**src/rtl/serial_adder.sv**
```systemverilog
// -----------------------------------------------------------------------------
// serial_adder
//   Multi-cycle adder/subtractor. One BPC-bit ripple slice and a single carry
//   flop process the operands LSB slice first, STEPS = WIDTH/BPC cycles per
//   operation. Valid/ready handshake on both sides; one operation in flight.
//
//   Parameters
//     WIDTH  operand/result width (>= 1)
//     BPC    bits per clock (>= 1, must divide WIDTH exactly)
//
//   Ports
//     clk        rising-edge clock
//     rst_n      asynchronous active-low reset
//     in_valid   operands a/b/cin/sub presented
//     in_ready   block idle and able to accept operands
//     a, b       operands (WIDTH bits)
//     cin        carry-in for add, borrow-in for subtract
//     sub        0: a+b+cin   1: a-b-cin
//     out_valid  result valid, held until out_ready
//     out_ready  consumer takes the result
//     sum        result modulo 2^WIDTH
//     cout       raw carry out of the MSB (subtract: 1 = no borrow)
//     overflow   two's-complement overflow
// -----------------------------------------------------------------------------
module serial_adder #(
  parameter int WIDTH = 8,
  parameter int BPC   = 1
) (
  input  logic             clk,
  input  logic             rst_n,
  input  logic             in_valid,
  output logic             in_ready,
  input  logic [WIDTH-1:0] a,
  input  logic [WIDTH-1:0] b,
  input  logic             cin,
  input  logic             sub,
  output logic             out_valid,
  input  logic             out_ready,
  output logic [WIDTH-1:0] sum,
  output logic             cout,
  output logic             overflow
);

  localparam int STEPS = WIDTH / BPC;
  localparam int CW    = (STEPS > 1) ? $clog2(STEPS) : 1;
  localparam logic [CW-1:0] LAST_STEP = CW'(STEPS - 1);

  typedef enum logic [1:0] {
    S_IDLE = 2'd0,
    S_CALC = 2'd1,
    S_DONE = 2'd2
  } state_t;

  state_t           r_state;
  state_t           w_state_nxt;
  logic [WIDTH-1:0] r_a;
  logic [WIDTH-1:0] r_b;
  logic             r_carry;
  logic [CW-1:0]    r_cnt;
  logic [WIDTH-1:0] r_sum;
  logic             r_cout;
  logic             r_ovf;
  logic             r_out_valid;
  logic             r_in_ready;

  logic             w_accept;
  logic             w_last;
  logic [BPC-1:0]   w_slice;
  logic [BPC:0]     w_cvec;
  logic [WIDTH-1:0] w_a_nxt;
  logic [WIDTH-1:0] w_b_nxt;

  // One-bit full adder, returns {carry_out, sum_bit}.
  function automatic logic [1:0] full_add(input logic i_x, input logic i_y, input logic i_c);
    full_add = {(i_x & i_y) | (i_x & i_c) | (i_y & i_c), i_x ^ i_y ^ i_c};
  endfunction

  assign w_accept = in_valid && r_in_ready;
  assign w_last   = (r_state == S_CALC) && (r_cnt == LAST_STEP);

  // Slice ripple adder plus the shifted operand registers for the next step.
  // The freed top bits of A collect the result slices, so after STEPS cycles
  // A holds the complete sum without a separate accumulator.
  always_comb begin
    w_cvec    = '0;
    w_slice   = '0;
    w_cvec[0] = r_carry;
    for (int i = 0; i < BPC; i++) begin
      {w_cvec[i+1], w_slice[i]} = full_add(r_a[i], r_b[i], w_cvec[i]);
    end
    w_a_nxt = r_a >> BPC;
    w_a_nxt[WIDTH-1 -: BPC] = w_slice;
    w_b_nxt = r_b >> BPC;
  end

  // Next-state logic for IDLE -> CALC -> DONE -> IDLE.
  always_comb begin
    w_state_nxt = r_state;
    case (r_state)
      S_IDLE: begin
        if (in_valid) begin
          w_state_nxt = S_CALC;
        end else begin
          w_state_nxt = S_IDLE;
        end
      end
      S_CALC: begin
        if (w_last) begin
          w_state_nxt = S_DONE;
        end else begin
          w_state_nxt = S_CALC;
        end
      end
      S_DONE: begin
        if (out_ready) begin
          w_state_nxt = S_IDLE;
        end else begin
          w_state_nxt = S_DONE;
        end
      end
      default: begin
        w_state_nxt = S_IDLE;
      end
    endcase
  end

  // State register and registered handshake outputs derived from next state.
  always_ff @(posedge clk or negedge rst_n) begin
    if (!rst_n) begin
      r_state     <= S_IDLE;
      r_out_valid <= 1'b0;
      r_in_ready  <= 1'b1;
    end else begin
      r_state     <= w_state_nxt;
      r_out_valid <= (w_state_nxt == S_DONE);
      r_in_ready  <= (w_state_nxt == S_IDLE);
    end
  end

  // Operand shift registers, carry flop and step counter.
  // Subtraction is a + ~b + ~cin, so the inversions are applied once at load.
  always_ff @(posedge clk or negedge rst_n) begin
    if (!rst_n) begin
      r_a     <= '0;
      r_b     <= '0;
      r_carry <= 1'b0;
      r_cnt   <= '0;
    end else if (w_accept) begin
      r_a     <= a;
      r_b     <= sub ? ~b : b;
      r_carry <= sub ? ~cin : cin;
      r_cnt   <= '0;
    end else if (r_state == S_CALC) begin
      r_a     <= w_a_nxt;
      r_b     <= w_b_nxt;
      r_carry <= w_cvec[BPC];
      r_cnt   <= w_last ? '0 : r_cnt + 1'b1;
    end else begin
      r_a     <= r_a;
      r_b     <= r_b;
      r_carry <= r_carry;
      r_cnt   <= r_cnt;
    end
  end

  // Result registers load only on the final step so they stay stable
  // between operations. The top slice bit is the MSB, so its carry-in is
  // the carry into the MSB used for overflow.
  always_ff @(posedge clk or negedge rst_n) begin
    if (!rst_n) begin
      r_sum  <= '0;
      r_cout <= 1'b0;
      r_ovf  <= 1'b0;
    end else if (w_last) begin
      r_sum  <= w_a_nxt;
      r_cout <= w_cvec[BPC];
      r_ovf  <= w_cvec[BPC] ^ w_cvec[BPC-1];
    end else begin
      r_sum  <= r_sum;
      r_cout <= r_cout;
      r_ovf  <= r_ovf;
    end
  end

  assign in_ready  = r_in_ready;
  assign out_valid = r_out_valid;
  assign sum       = r_sum;
  assign cout      = r_cout;
  assign overflow  = r_ovf;

endmodule

```
**config.mk**
```make
export PLATFORM = sky130hd
export DESIGN_NAME = serial_adder
export DESIGN_NICKNAME = d
export VERILOG_FILES = /design/src/rtl/serial_adder.sv
export SDC_FILE = /design/constraint.sdc
export NUM_CORES = 1
export LEC_CHECK = 0
export ABC_CLOCK_PERIOD_IN_PS = 2140
export BUFFER_PORTS_ARGS = -buffer_cell sky130_fd_sc_hd__clkbuf_2
export CORE_MARGIN = 1.5
export CORE_UTILIZATION = 50
export CTS_CLUSTER_DIAMETER = 60
export CTS_CLUSTER_SIZE = 28
export DETAILED_ROUTE_END_ITERATION = 16
export PLACE_DENSITY_LB_ADDON = 0.1
export SYNTH_ARGS = -nofsm -noshare
export SYNTH_HDL_FRONTEND = slang
export SYNTH_SLANG_ARGS = --single-unit
```
**constraint.sdc**
```tcl
create_clock -name clk -period 2.14 [get_ports clk]
set_input_delay 0.107 -clock clk [delete_from_list [all_inputs] [get_ports clk]]
set_output_delay 0.107 -clock clk [all_outputs]
set_load 0.05 [all_outputs]
```
# Yosys cells after proc, flatten, opt, wreduce, memory -nomap -nowiden
# Index checks and enable logic that the tools add are counted.
[classes]
muxes = 15
n_reduce_logical = 5
n_addsub = 1
bitwise_logic = 10
eq_ne = 4
[op_table]
columns = ["operator", "count"]
rows = [
  ["8-bit 2-to-1 mux", 5],
  ["3-bit 2-to-1 mux", 3],
  ["8-bit inverter", 1],
  ["2-bit one-hot mux with 3 select lines", 1],
  ["2-bit equality test (second input constant)", 2],
  ["2-bit logical NOT", 2],
  ["1-bit 2-to-1 mux", 4],
  ["2-bit 2-to-1 mux", 2],
  ["3-bit by 1-bit adder with 3-bit output (second input constant)", 1],
  ["1-bit AND", 3],
  ["3-bit equality test (second input constant)", 1],
  ["1-bit bitwise XOR", 3],
  ["2-bit by 1-bit equality test with 1-bit output (second input constant)", 1],
  ["1-bit logical AND", 2],
  ["1-bit OR", 2],
  ["2-bit nonzero test", 1],
  ["1-bit inverter", 1],
]
[word_totals]
register_bits = 34
output_inout_bits = 12
inputBits = 22

# Logic depth before layout (Yosys ltp)
[logic_depth]
ltp_word = 5
mapped_depth = 6

# Worst setup path after synthesis
# Ideal clock, no wire load.
[synth_path]
kind = "flip-flop to flip-flop"
from = "register r_cnt[0]"
to = "register r_cout, in the netlist cout"
t_arrival_ns = 1.403
setup_slack_ns = 0.609
period_less_slack_ns = 1.531
path_stages_with_launch = 6
path_cell_list = "dfrtp_1 ha_1 ha_1 nand3b_4 buf_2 mux2_1"
[synth_via]
elab_chain_cells = 2
[synth_rtl]
columns = ["item", "line", "rtl"]
rows = [
  ["start: declaration", "59", "logic [CW-1:0] r_cnt;"],
  ["start signal: assignment", "157", "r_cnt <= w_last ? '0 : r_cnt + 1'b1;"],
  ["start signal: assignment", "162", "r_cnt <= r_cnt;"],
  ["3-bit equality test", "79", "assign w_last = (r_state == S_CALC) && (r_cnt == LAST_STEP);"],
  ["1-bit logical AND", "79", ""],
  ["end signal: assignment", "176", "r_cout <= w_cvec[BPC];"],
  ["end signal: assignment", "180", "r_cout <= r_cout;"],
  ["end: declaration", "61", "logic r_cout;"],
]
# Every way passes these cells.
# A chain may end at the register's enable or synchronous reset.

# Final worst setup path
[layout_path]
from = "register r_cnt[0]"
to = "register r_sum[2], in the netlist sum[2]"
[layout_via]
elab_chain_cells = 2
[layout_rtl]
columns = ["item", "line", "rtl"]
rows = [
  ["3-bit equality test", "79", ""],
  ["1-bit logical AND", "79", ""],
  ["end signal: assignment", "175", "r_sum <= w_a_nxt;"],
  ["end signal: assignment", "179", "r_sum <= r_sum;"],
  ["end: declaration", "60", "logic [WIDTH-1:0] r_sum;"],
]
# Every way passes these cells.

==> impl_metrics.toml <==
[setup_path]
reg2reg_from = "r_cnt[0]$_DFFE_PN0P_"
crit_fanout = 14
worstPathArrival_ps = 1740
reg2reg_depth = 4
critical_path_class = "reg2reg"
reg2reg_to = "sum[2]$_DFFE_PN0P_"
cp-end-kind = "register"
critPathRequiredTime_ps = 2370
cp-start-kind = "register"
r2r_slack_ps = 630

[pwr]
switchingPower_w = 0.00119
p_int_w = 0.00160
vdd_drop_max_mv = 0.708
swShare_pct = 42.7
seq_power_share_pct = 40.0
total_power_w = 0.00279
leakage_nw = 0.881
powerDensity_nw_per_um2 = 1490
pwr-share-comb_pct = 46.4
p_clk_share_pct = 13.6

[drt]
drtIter0Drc = 32
drc = 0
ant_nets = 0
routed_wl_mm = 2.65
routed_via_density = 5.21
vias = 1083
wire_per_inst_um = 12.7
drtPass1Iterations = 4

[place]
dp_hpwl_mm = 1.80
dpl_worst_slack_ps = 628
dp.cells = 193
portBuffers = 33
routabilityCongestion = 0.750

[sta]
worstMarginPinSlew_ps = 826
clock.fmax_mhz = 661
clock-skew-final_ps = 9.85
rsz0062_at_grt = "no"
fin_crit_sh_pct = 70.7
relSlewSlack_pct = 44.9
setup_viol = 0
period_needed_ps = 1510
fin_ws_ps = 627
fin_hold_ws_ps = 15.2
finalSetupTns_ps = 0
hold_viol_final = 0
slew_violations = 0

[die]
die_x_um = 58.8
pin_count = 34
chipHeight_um = 58.8
core_area_um2 = 3000
rows = 20
start_util_pct = 51.9
die_area_um2 = 3460

[finish]
syn2layout_area_growth_pct = 20.3
multi_input_area_um2 = 667
drive_above_1_share_pct = 25.7
seqCellArea_um2 = 852
nFillCells = 266
nNetsFinal = 199
diodes = 0
fin_cells = 208

[clocking]
numCtsBuffers = 5
clk_pin_slew_ps = 110
cts_tree = "yes"
htree_num_levels = 2
clock-sinks = 34
root_buffer = "clkbuf_4"
cts_setup_buffers = 0
clk_path_buf_depth = 2
clock_latency_ps = 340

[logic_synthesis]
async_flop_share_pct = 100
synth_fp_nets = 157
synthCells = 132
ys.warnings.count = 0
synth.lib_cells_used.distinct = 23
yosys_register_bits = 34
yosysSeqAreaShare_pct = 54.7
ys.flop_type = "dfrtp_1"
syn_avg_cell_area_um2 = 11.8
synth.cell_area_um2 = 1560
synth_edf_count = 0

[grt]
grt_max_degree = 35
grt_use_total_pct = 17.6
antenna_found_initial = 0
overflow = 0
grt_pass1_vias = 1009
grt_pass1_wl_mm = 4.42

[outcome]
status = "finished, final reports clean"

[flow_run]
drv_cap = 0

[hold_path]
worstHoldPathType = "in2reg"
whs_path_depth = 3
worstHoldStart = "a[2]"
min_to = "r_a[2]$_DFFE_PN0P_"
state kept, by name, summed over array words and instances, names as in the netlist:
signal	count
cout	1
in_ready	1
out_valid	1
overflow	1
r_a	8
r_b	8
r_carry	1
r_cnt	3
r_state	2
sum	8
worst max path at each step:
stage	from	to	slack, ps	cells after the start
2_1_floorplan	r_cnt[0]$_DFFE_PN0P_	cout$_DFFE_PN0P_	610	5
3_3_place_gp	r_cnt[0]$_DFFE_PN0P_	sum[7]$_DFFE_PN0P_	690	4
3_5_place_dp	r_cnt[0]$_DFFE_PN0P_	sum[3]$_DFFE_PN0P_	630	4
4_1_cts	r_cnt[0]$_DFFE_PN0P_	sum[1]$_DFFE_PN0P_	620	4
5_1_grt	r_cnt[0]$_DFFE_PN0P_	sum[2]$_DFFE_PN0P_	520	4
6_report	r_cnt[0]$_DFFE_PN0P_	sum[2]$_DFFE_PN0P_	630	4
layout make-up:
class | count | share of cell area [%]
timing repair buffer | 42 | 13.4
multi-input combinational | 91 | 35.6
clock buffer | 6 | 2.74
tap | 33 | 2.20
sequential | 34 | 45.5
clock inverter | 2 | 0.668
worst max-delay path: stages, from the launching register on:
cell and delay, ps:
dfrtp_1 400, ha_1 200, ha_1 240, nand3b_4 200, mux2_1 360
what timing repair did:
action	CTS	global route
endpoints found under the hold margin	40	0
resized for setup	0	0
hold buffers	7	0
power groups by stage:
stage / sequential (W) / combinational (W) / clock, W
4_1_cts: 0.00112 / 0.00131 / 0.000399
3_3_place_gp: 0.00112 / 0.00126 / 0
6_report: 0.00112 / 0.00129 / 0.000379
5_1_grt: 0.00116 / 0.00142 / 0.000418
2_1_floorplan: 0.00146 / 0.000680 / 0
3_5_place_dp: 0.00113 / 0.00130 / 0
cells in the final DEF, fill, tap and decap left out:
master and count:
clkbuf_4 5, buf_4 2, clkbuf_8 1, or3b_1 1
nand3_1 1, clkbuf_2 33, a211oi_1 1, mux2i_1 17
dfrtp_1 33, dlygate4sd3_1 7, nand3b_4 1, clkinvlp_4 1
clkinv_2 1, ha_1 2, and2_1 1, mux2_1 9
a21oi_1 9, o21ai_1 12, nand2_1 11, and3_1 1
nor2_1 11, xnor2_1 3, fa_1 1, dfstp_2 1
nand2b_1 2, xor2_1 8
synthesized netlist by cell type (2+ instances only):
library cell	count	area share, %
dfrtp_1	33	53
mux2i_1	17	11
o21ai_1	12	3.9
nand2_1	11	2.7
nor2_1	11	2.7
a21oi_1	9	2.9
mux2_1	9	6.5
xor2_1	8	4.5
buf_2	3	0.96
xnor2_1	3	1.7
buf_4	2	0.96
ha_1	2	1.6
nand2b_1	2	0.80
per-layer routing:
metal,global-route usage (%),part of all wire [%],wire length [um]
met5,0,0,0
met2,29.7,52,1370
met4,9.74,2.5,65
met3,4.62,3.1,82
met1,20.3,43,1130
stage by stage:
stage          util [%]  area [um^2]
5_1_grt            62.4         1870
4_1_cts            62.4         1870
2_1_floorplan         -         1560
3_5_place_dp       58.0         1740
6_report           62.4         1870
3_3_place_gp       58.0         1740
cells by family (layout without fill, tap and decap cells):
family / Yosys count / after routing / synth area share (%)
flops: 34 / 34 / 54.7
simple gates: 29 / 29 / 9.08
mux: 26 / 26 / 17.4
compound gates: 22 / 22 / 7.23
fa+ha+maj: 3 / 3 / 2.89
xor+xnor: 11 / 11 / 6.19
buf+inv: 7 / 50 / 2.49
Power figures use the tool's default switching activity.
